`config.mk`:
```
export PLATFORM = sky130hd
export DESIGN_NAME = ad568x_spi_ctrl
export DESIGN_NICKNAME = d
export VERILOG_FILES = /design/src/rtl/ad568x_pkg.sv /design/src/rtl/ad568x_spi_frame.sv /design/src/rtl/ad568x_spi_ctrl.sv
export SDC_FILE = /design/constraint.sdc
export NUM_CORES = 1
export LEC_CHECK = 0
export ABC_AREA = 1
export CAP_MARGIN = 15
export CORE_UTILIZATION = 55
export DETAILED_ROUTE_END_ITERATION = 10
export PLACE_DENSITY = 0.78
export SYNTH_ARGS = -nofsm -noshare
export SYNTH_HDL_FRONTEND = slang
export SYNTH_SLANG_ARGS = --single-unit
```
`constraint.sdc`:
```
create_clock -name clk -period 2.2 [get_ports clk]
set_clock_uncertainty 0.15 [all_clocks]
set_input_delay 0.44 -clock clk [delete_from_list [all_inputs] [get_ports clk]]
set_output_delay 0.44 -clock clk [all_outputs]
set_load 0.05 [all_outputs]
```
`src/rtl/ad568x_pkg.sv`:
```
// Shared constants, state encodings and frame helper for the
// AD568x serial DAC writer.
package ad568x_pkg;

    localparam logic [3:0] CMD_WR_UPD = 4'b0011;
    localparam logic [3:0] CMD_WR_IN  = 4'b0001;
    localparam logic [3:0] CMD_UPD    = 4'b0010;

    localparam int FRAME_BITS = 24;
    localparam int DATA_FIELD = 20;

    typedef enum logic [1:0] {
        FRM_IDLE,
        FRM_SHIFT,
        FRM_HOLD,
        FRM_GAP
    } frm_state_e;

    typedef enum logic [1:0] {
        SEQ_IDLE,
        SEQ_WR,
        SEQ_LD
    } seq_state_e;

    function automatic logic [FRAME_BITS-1:0] mk_frame(
        input logic [3:0]            cmd,
        input logic [DATA_FIELD-1:0] field
    );
        return {cmd, field};
    endfunction

endpackage

```
`src/rtl/ad568x_spi_frame.sv`:
```
// Shifts one 24-bit frame out on sclk/mosi/sync_n, then holds
// sync_n high for the inter-frame gap and strobes frame_done.
module ad568x_spi_frame
    import ad568x_pkg::*;
#(
    parameter int CLK_DIV  = 8,
    parameter int SYNC_GAP = 4
) (
    input  logic                  clk,
    input  logic                  rst,
    input  logic                  start,
    input  logic [FRAME_BITS-1:0] frame,
    output logic                  sclk,
    output logic                  mosi,
    output logic                  sync_n,
    output logic                  frame_done
);

    localparam int DW = $clog2(CLK_DIV + 1);
    localparam int GW = $clog2(SYNC_GAP + 1);

    frm_state_e            state_q, state_d;
    logic [DW-1:0]         div_q;
    logic [4:0]            bit_q;
    logic [GW-1:0]         gap_q;
    logic [FRAME_BITS-1:0] shreg_q;
    logic                  sclk_q, sync_n_q;
    logic                  div_end, last_bit, gap_end, load;

    assign div_end    = (div_q == DW'(CLK_DIV - 1));
    assign last_bit   = (bit_q == 5'(FRAME_BITS - 1));
    assign gap_end    = (gap_q == GW'(SYNC_GAP - 1));
    assign frame_done = (state_q == FRM_GAP) && gap_end;
    assign load       = start && ((state_q == FRM_IDLE) || frame_done);

    assign sclk   = sclk_q;
    assign sync_n = sync_n_q;
    assign mosi   = shreg_q[FRAME_BITS-1];

    // State register
    always_ff @(posedge clk) begin
        if (rst) state_q <= FRM_IDLE;
        else     state_q <= state_d;
    end

    // Next-state: high/low half periods per bit, hold, then gap
    always_comb begin
        state_d = state_q;
        unique case (state_q)
            FRM_IDLE:  if (start) state_d = FRM_SHIFT;
            FRM_SHIFT: if (div_end && !sclk_q && last_bit)
                           state_d = FRM_HOLD;
            FRM_HOLD:  if (div_end) state_d = FRM_GAP;
            FRM_GAP:   if (gap_end)
                           state_d = start ? FRM_SHIFT : FRM_IDLE;
            default:   state_d = FRM_IDLE;
        endcase
    end

    // Pin and counter registers; mosi moves only on sclk rising
    always_ff @(posedge clk) begin
        if (rst) begin
            sclk_q   <= 1'b1;
            sync_n_q <= 1'b1;
            shreg_q  <= '0;
            div_q    <= '0;
            bit_q    <= '0;
            gap_q    <= '0;
        end else if (load) begin
            sclk_q   <= 1'b1;
            sync_n_q <= 1'b0;
            shreg_q  <= frame;
            div_q    <= '0;
            bit_q    <= '0;
            gap_q    <= '0;
        end else begin
            unique case (state_q)
                FRM_SHIFT: begin
                    if (div_end) begin
                        div_q <= '0;
                        if (sclk_q) begin
                            sclk_q <= 1'b0;
                        end else begin
                            sclk_q <= 1'b1;
                            if (!last_bit) begin
                                bit_q   <= bit_q + 5'd1;
                                shreg_q <= {shreg_q[FRAME_BITS-2:0], 1'b0};
                            end
                        end
                    end else begin
                        div_q <= div_q + DW'(1);
                    end
                end
                FRM_HOLD: begin
                    if (div_end) begin
                        div_q    <= '0;
                        sync_n_q <= 1'b1;
                        shreg_q  <= '0;
                        gap_q    <= '0;
                    end else begin
                        div_q <= div_q + DW'(1);
                    end
                end
                FRM_GAP:  gap_q <= gap_end ? '0 : gap_q + GW'(1);
                default:  ;
            endcase
        end
    end

endmodule

```
`src/rtl/ad568x_spi_ctrl.sv`:
```
// AD568x nanoDAC write controller: handshake or auto trigger,
// one or two frames per code, and last written code tracking.
module ad568x_spi_ctrl
    import ad568x_pkg::*;
#(
    parameter int DATA_WIDTH  = 16,
    parameter int CLK_DIV     = 8,
    parameter int UPDATE_MODE = 0,
    parameter int AUTO_UPDATE = 0,
    parameter int SYNC_GAP    = 4
) (
    input  logic                  clk,
    input  logic                  rst,
    input  logic                  s_valid,
    output logic                  s_ready,
    input  logic [DATA_WIDTH-1:0] s_data,
    output logic                  busy,
    output logic                  done,
    output logic [DATA_WIDTH-1:0] last_data,
    output logic                  sclk,
    output logic                  mosi,
    output logic                  sync_n
);

    seq_state_e            seq_q, seq_d;
    logic [DATA_WIDTH-1:0] code_q, last_q;
    logic                  done_q, first_q;
    logic                  trigger, start, frame_done, final_done;
    logic [FRAME_BITS-1:0] frame;
    logic [DATA_FIELD-1:0] field;
    logic [3:0]            cmd_first;

    assign field     = DATA_FIELD'(s_data) << (DATA_FIELD - DATA_WIDTH);
    assign cmd_first = (UPDATE_MODE != 0) ? CMD_WR_IN : CMD_WR_UPD;

    assign trigger = (seq_q == SEQ_IDLE) && !rst &&
        ((AUTO_UPDATE != 0) ? ((s_data != last_q) || first_q)
                            : s_valid);

    assign final_done = frame_done &&
        ((seq_q == SEQ_LD) || ((seq_q == SEQ_WR) && (UPDATE_MODE == 0)));

    assign done      = done_q;
    assign last_data = last_q;

    // Sequencer state register
    always_ff @(posedge clk) begin
        if (rst) seq_q <= SEQ_IDLE;
        else     seq_q <= seq_d;
    end

    // Sequencer next-state: write frame, optional LDAC frame
    always_comb begin
        seq_d = seq_q;
        unique case (seq_q)
            SEQ_IDLE: if (trigger) seq_d = SEQ_WR;
            SEQ_WR:   if (frame_done)
                          seq_d = (UPDATE_MODE != 0) ? SEQ_LD : SEQ_IDLE;
            SEQ_LD:   if (frame_done) seq_d = SEQ_IDLE;
            default:  seq_d = SEQ_IDLE;
        endcase
    end

    // Sequencer outputs: handshake and frame launch
    always_comb begin
        s_ready = (seq_q == SEQ_IDLE) && !rst;
        busy    = (seq_q != SEQ_IDLE);
        start   = 1'b0;
        frame   = '0;
        unique case (seq_q)
            SEQ_IDLE: begin
                start = trigger;
                frame = mk_frame(cmd_first, field);
            end
            SEQ_WR: begin
                if (UPDATE_MODE != 0) begin
                    start = frame_done;
                    frame = mk_frame(CMD_UPD, '0);
                end
            end
            default: ;
        endcase
    end

    // Code latch, completion pulse and last written code
    always_ff @(posedge clk) begin
        if (rst) begin
            code_q  <= '0;
            last_q  <= '0;
            done_q  <= 1'b0;
            first_q <= 1'b1;
        end else begin
            done_q <= final_done;
            if (trigger) code_q <= s_data;
            if (final_done) begin
                last_q  <= code_q;
                first_q <= 1'b0;
            end
        end
    end

    ad568x_spi_frame #(
        .CLK_DIV  (CLK_DIV),
        .SYNC_GAP (SYNC_GAP)
    ) u_frame (
        .clk        (clk),
        .rst        (rst),
        .start      (start),
        .frame      (frame),
        .sclk       (sclk),
        .mosi       (mosi),
        .sync_n     (sync_n),
        .frame_done (frame_done)
    );

endmodule

```
After elaboration in Yosys (flattened, before gate mapping)
Index checks and enable logic that the tools add are counted.
Widths: inputs -> output; s select.
{ "word_totals": {"reg_bits": 75, "in_bits": 19, "out_inout_bits": 22, "elab_cells": 87} }
{ "classes": {"n_addsub": 3, "eq_ne": 18, "n_mux": 25, "bitwise_logic": 2, "n_reduce_logical": 28} }
{ "op_table": {"columns": ["op", "count"], "rows": [
  ["$mux 24", 5],
  ["$pmux 24 s2", 1],
  ["$mux 22", 1],
  ["$mux 2", 6],
  ["$ne 2x1->1 const B", 5],
  ["$pmux 2 s4", 1],
  ["$reduce_and 2->1", 4],
  ["$reduce_and 4->1", 2],
  ["$reduce_bool 2->1", 4],
  ["$logic_and 1x1->1", 7],
  ["$eq 2x2->1 const B", 3],
  ["$mux 1", 6],
  ["$mux 3", 2],
  ["$ne 3x1->1 const B", 2],
  ["$ne 3x3->1 const B", 2],
  ["$pmux 3 s2", 1],
  ["$reduce_or 2->1", 3],
  ["$add 5x1->5 const B", 1],
  ["$eq 5x5->1 const B", 1],
  ["$reduce_and 5->1", 1],
  ["$add 4x1->4 const B", 1],
  ["$eq 2x1->1 const B", 2],
  ["$eq 4x3->1 const B", 1],
  ["$logic_not 2->1", 2],
  ["9 further kinds", 12]
]} }

Logic depth before layout (Yosys ltp)
{ "logic_depth": {"ltp_word": 7, "depth_mapped": 11, "mapped_depth_nobuf": 10} }

Cells and area by module
From an unflattened synthesis, not the netlist that was laid out.
{ "unflattened": {"hier_cells": 599, "hier_area_um2": 3846.2} }
{ "modules_own_cells": {"columns": ["mod", "n_inst", "cells_each", "area_each_um2", "seq_area_each_um2"], "rows": [
  ["ad568x_spi_frame", 1, 351, 2278.4, 800.8],
  ["ad568x_spi_ctrl", 1, 248, 1567.8, 680.7]
]} }

Worst setup path before layout
Ideal clock, no wire load.
{ "synth_timing": {"path_type": "reg-to-reg", "startpoint": "register seq_q[0]", "endpoint": "register u_frame.state_q[0]", "setup_ps": 115, "t_arrival_ps": 1863, "required_time_ps": 1935, "slack_ps": 72, "stages_incl_launch_ff": 7, "path_buffers": 0, "synth_period_minus_slack_ps": 2128, "cell_sequence": "dfxtp_1 > nor2_1 > a21oi_1 > nor2_1 > nand3_1 > nand2_1 > nor2_1"} }
{ "synth_between": {"elab_chain_cells": 7, "elab_cells_between_ends": 9, "cone_classes": "1 x eq/ne; 4 x mux; 4 x reduce/logical"} }
{ "synth_lines": {"columns": ["item", "line_no", "text"], "rows": [
  ["start: declaration", "ad568x_spi_ctrl.sv:25", "seq_state_e seq_q, seq_d;"],
  ["start signal: assignment", "ad568x_spi_ctrl.sv:49", "else seq_q <= seq_d;"],
  ["$logic_not 2->1 (*)", null, null],
  ["$logic_and 1x1->1 (*)", null, null],
  ["named net s_ready", "ad568x_spi_ctrl.sv:15", "output logic s_ready,"],
  ["$logic_and 1x1->1 (*)", "ad568x_spi_ctrl.sv:36", "assign trigger = (seq_q == SEQ_IDLE) && !rst &&"],
  ["$mux 1 (*)", "ad568x_spi_ctrl.sv:70", "unique case (seq_q)"],
  ["$mux 1", "ad568x_spi_frame.sv:55", "state_d = start ? FRM_SHIFT : FRM_IDLE;"],
  ["$mux 2", "ad568x_spi_frame.sv:54", "FRM_GAP: if (gap_end)"],
  ["$pmux 2 s4", "ad568x_spi_frame.sv:49", "unique case (state_q)"],
  ["end signal: assignment", "ad568x_spi_frame.sv:43", "else state_q <= state_d;"],
  ["end: declaration", "ad568x_spi_frame.sv:22", "frm_state_e state_q, state_d;"]
]} }
Mark *: on every way through the listed nets, which the timed path passes. The rest lies on a longest branch. The select of a mux whose other input is x is not followed.
A chain may end at the register's enable or synchronous reset.

Final worst setup path
{ "layout_timing": {"startpoint": "register u_frame.sclk_q (netlist: u_frame.sclk)", "endpoint": "output port sclk"} }
{ "layout_rtl": {"columns": ["item", "line_no", "text"], "rows": [
  ["start: declaration", "ad568x_spi_frame.sv:27", "logic sclk_q, sync_n_q;"],
  ["start signal: assignment", "ad568x_spi_frame.sv:63", "sclk_q <= 1'b1;"],
  ["start signal: assignment", "ad568x_spi_frame.sv:70", "sclk_q <= 1'b1;"],
  ["start signal: assignment", "ad568x_spi_frame.sv:82", "sclk_q <= 1'b0;"],
  ["end: declaration", "ad568x_spi_ctrl.sv:20", "output logic sclk,"]
]} }
No word-level cell between the ends.

==> flow_metrics.py <==
metrics = {
    "final_layout": {
        "regArea_mm2": 0.00140,
        "nFillCells": 463,
        "multiInputGateArea_mm2": 0.00161,
        "drive_above_1_share_pct": 7.37,
        "areaGrowthSynthToFinish_pct": 21.1,
        "antennaDiodeCount": 0,
        "fin_nets": 553,
        "fin_cells": 601,
    },
    "synth": {
        "synth-seq-area-share_pct": 42.6,
        "synth_most_common_cell": "nand2_1",
        "yosys.area.top_type": "dfxtp_1",
        "postSynthCellCount": 484,
        "ys.flop_type": "dfxtp_1",
        "post_synth.cell_area_avg_um2": 6.79,
        "netlist_area_mm2": 0.00329,
        "ys_seq_elements": 70,
        "syn-num-nets": 513,
        "async_reset_ff_share_pct": 0,
        "ys_types": 26,
        "ys_top_cells_by_area": "dfxtp_1, nand2_1, nor2_1",
        "yosysWarnings": 0,
        "synth_edf_count": 0,
        "netlist.area_leader.share_pct": 42.6,
        "synthTopCellsByCount": "nand2_1, nor2_1, dfxtp_1, inv_1, a21oi_1",
    },
    "detailed_routing": {
        "ant_nets": 0,
        "drcViolationCount": 0,
        "via_count": 2922,
        "drt_first_pass_iters": 4,
        "routed_wl_um": 6850,
        "routed_via_density": 4.86,
        "wl_per_cell_um": 11.4,
        "drtIter0Drc": 158,
    },
    "critical_path": {
        "crit_path_start_kind": "flip-flop",
        "reg2reg_depth": 10,
        "r2r-start": "u_frame.state_q[0]$_SDFFE_PP0P_",
        "cp.depth": 1,
        "crit_start": "u_frame.sclk$_SDFFE_PP1P_",
        "path_cells": "clkdlybuf4s50_1",
        "cp-end-kind": "output port",
        "cp_max_fo": 3,
        "worst-path-buf-inv": 1,
        "r2r-end": "u_frame.shreg_q[18]$_SDFFE_PP0P_",
        "critical-path-max-stage-delay_ns": 0.81,
        "worst_setup_path_endpoint": "sclk",
        "arrival_ns": 1.51,
        "r2r_slack_ns": 0.19,
        "crit_required_ns": 1.61,
        "cp_top_family": "buffers and inverters",
        "crit_type": "reg -> out",
        "slowest_stage": "clkdlybuf4s50_1",
    },
    "cts": {
        "tritoncts": "yes",
        "insertion_delay_ns": 0.34,
        "cts_buffer_depth": 2,
        "cts_hold_buf": 0,
        "clock-sinks": 70,
        "cts-buffers-inserted": 9,
        "cts_htree_levels": 3,
        "cts.root.buffer_cell": "clkbuf_8",
        "cts.clk_slew.worst_paths_ns": 0.07,
    },
    "die": {
        "die_w_um": 79.3,
        "pin_count": 41,
        "rows": 27,
        "dieArea_mm2": 0.00629,
        "die_h_um": 79.3,
        "core_mm2": 0.00564,
        "start_util_pct": 58.3,
    },
    "pwr": {
        "power_mw": 4.46,
        "peakVddDrop_mv": 0.665,
        "leakage_nw": 1.80,
        "power_per_cell_area_mw_per_mm2": 1120,
    },
    "global_route": {
        "antenna_found_initial": 0,
        "grt_pass1_vias": 2662,
        "met2_usage_pct": 38.8,
        "use_met3_pct": 4.83,
        "use_met1_pct": 31.0,
        "grt_overflow": 0,
        "grt_busiest_layer": "met2",
        "grt_max_degree": 35,
        "grt_pass1_wl_um": 11900,
        "groute.usage.overall_pct": 24.4,
    },
    "hold_path": {
        "hp-class": "reg -> reg",
    },
    "timing": {
        "relSlewSlack_pct": 66.8,
        "fin_crit_sh_pct": 95.3,
        "finalSetupTns_ns": 0,
        "setup_viol": 0,
        "worstMarginPinSlew_ns": 0.496,
        "setup_ws_ns": 0.104,
        "rsz0062_at_grt": "false",
        "fmax_mhz": 477,
        "fin_crit_ns": 2.10,
        "slew_viol_final": 0,
        "finalHoldViolations": 0,
    },
    "placement": {
        "placed_cells": 585,
        "gp_congestion": 0.807,
        "post-dp-hpwl_um": 4840,
        "port_buffers": 40,
        "place_ws_ns": 0.0579,
    },
    "flow_run": {
        "maxCapViolations": 0,
    },
    "run_status": {
        "status": "completed",
    },
}
-- final cells by class --
type                            count  area share, %
Clock buffer                       10           3.46
Inverter                           43           4.06
Clock inverter                      6           2.14
Sequential cell                    70           35.2
Tap cell                           72           2.26
Timing Repair Buffer               52           12.5
Multi-Input combinational cell    348           40.3
-- state kept, by name, indices dropped and copies added, names as in the netlist --
signal and cells:
code_q 16, u_frame.shreg_q 20, last_data 16, u_frame.state_q 2, u_frame.gap_q 3, u_frame.sclk 1
u_frame.div_q 4, done 1, u_frame.bit_q 5, seq_q 1, u_frame.sync_n 1
-- worst min-delay path by stage --
stage,from,endpoint,slack [ns],cells past startpoint
2_1_floorplan,code_q[10]$_SDFFE_PP0N_,last_data[10]$_SDFFE_PP0P_,0.29,2
3_3_place_gp,code_q[5]$_SDFFE_PP0N_,last_data[5]$_SDFFE_PP0P_,0.30,2
3_5_place_dp,code_q[12]$_SDFFE_PP0N_,last_data[12]$_SDFFE_PP0P_,0.30,2
4_1_cts,code_q[12]$_SDFFE_PP0N_,last_data[12]$_SDFFE_PP0P_,0.31,2
5_1_grt,code_q[12]$_SDFFE_PP0N_,last_data[12]$_SDFFE_PP0P_,0.33,2
6_report,code_q[12]$_SDFFE_PP0N_,last_data[12]$_SDFFE_PP0P_,0.31,2
-- routing by layer --
layer	routed length (um)	share of wire [%]	up-vias
met5	0	0	-
met4	180	2.6	0
met3	326	4.8	18
met2	3090	45	71
met1	3260	47	1256
li1	-	-	1577
-- logic make-up after synthesis --
| kind of cell | after synthesis | share of synthesized area (%) |
|---|---|---|
| DFF | 70 | 42.6 |
| and+or+nand+nor | 276 | 34.8 |
| adders and majority gates | 10 | 3.81 |
| xor gates and xnor gates | 3 | 0.800 |
| AOI/OAI and AO/OA | 59 | 9.21 |
| buffers and inverters | 66 | 8.79 |
-- cell usage in the layout, fill, tap and decap left out, drive strengths merged --
cell type and count:
xnor2 1, nor3 3, nand4 2, a211oi 2, buf 14, nor2 77, ha 10, a21boi 1
clkdlybuf4s50 38, clkinv 3, dfxtp 70, bufinv 2, a21oi 30, clkinvlp 2, xor2 2, inv 42
nand2 166, clkbuf 10, o21ai 26, nand3 28
-- stage by stage --
stage	hold WS (ns)	util [%]	cell area (um^2)
final	0.310	70.5	3980
after global placement	0.297	66.4	3750
after CTS	0.310	70.4	3970
after floorplan	0.289	-	3290
after global routing	0.328	70.5	3980
after detailed placement	0.300	66.4	3750
-- report_power, final --
part,leakage [nW],switching (mW),internal [mW]
registers,0.571,0.0984,1.49
logic,1.12,1.12,0.596
clock network,0.108,0.490,0.665
total,1.80,1.71,2.75
-- repair_timing --
| item | in CTS | in global routing |
|---|---|---|
| setup buffers | 0 | 0 |
| setup endpoints to repair | 0 | 18 |
| endpoints found under the hold margin | 0 | 0 |
| gates resized for setup | 0 | 2 |
Note: power is estimated with default switching activity, not from simulation.
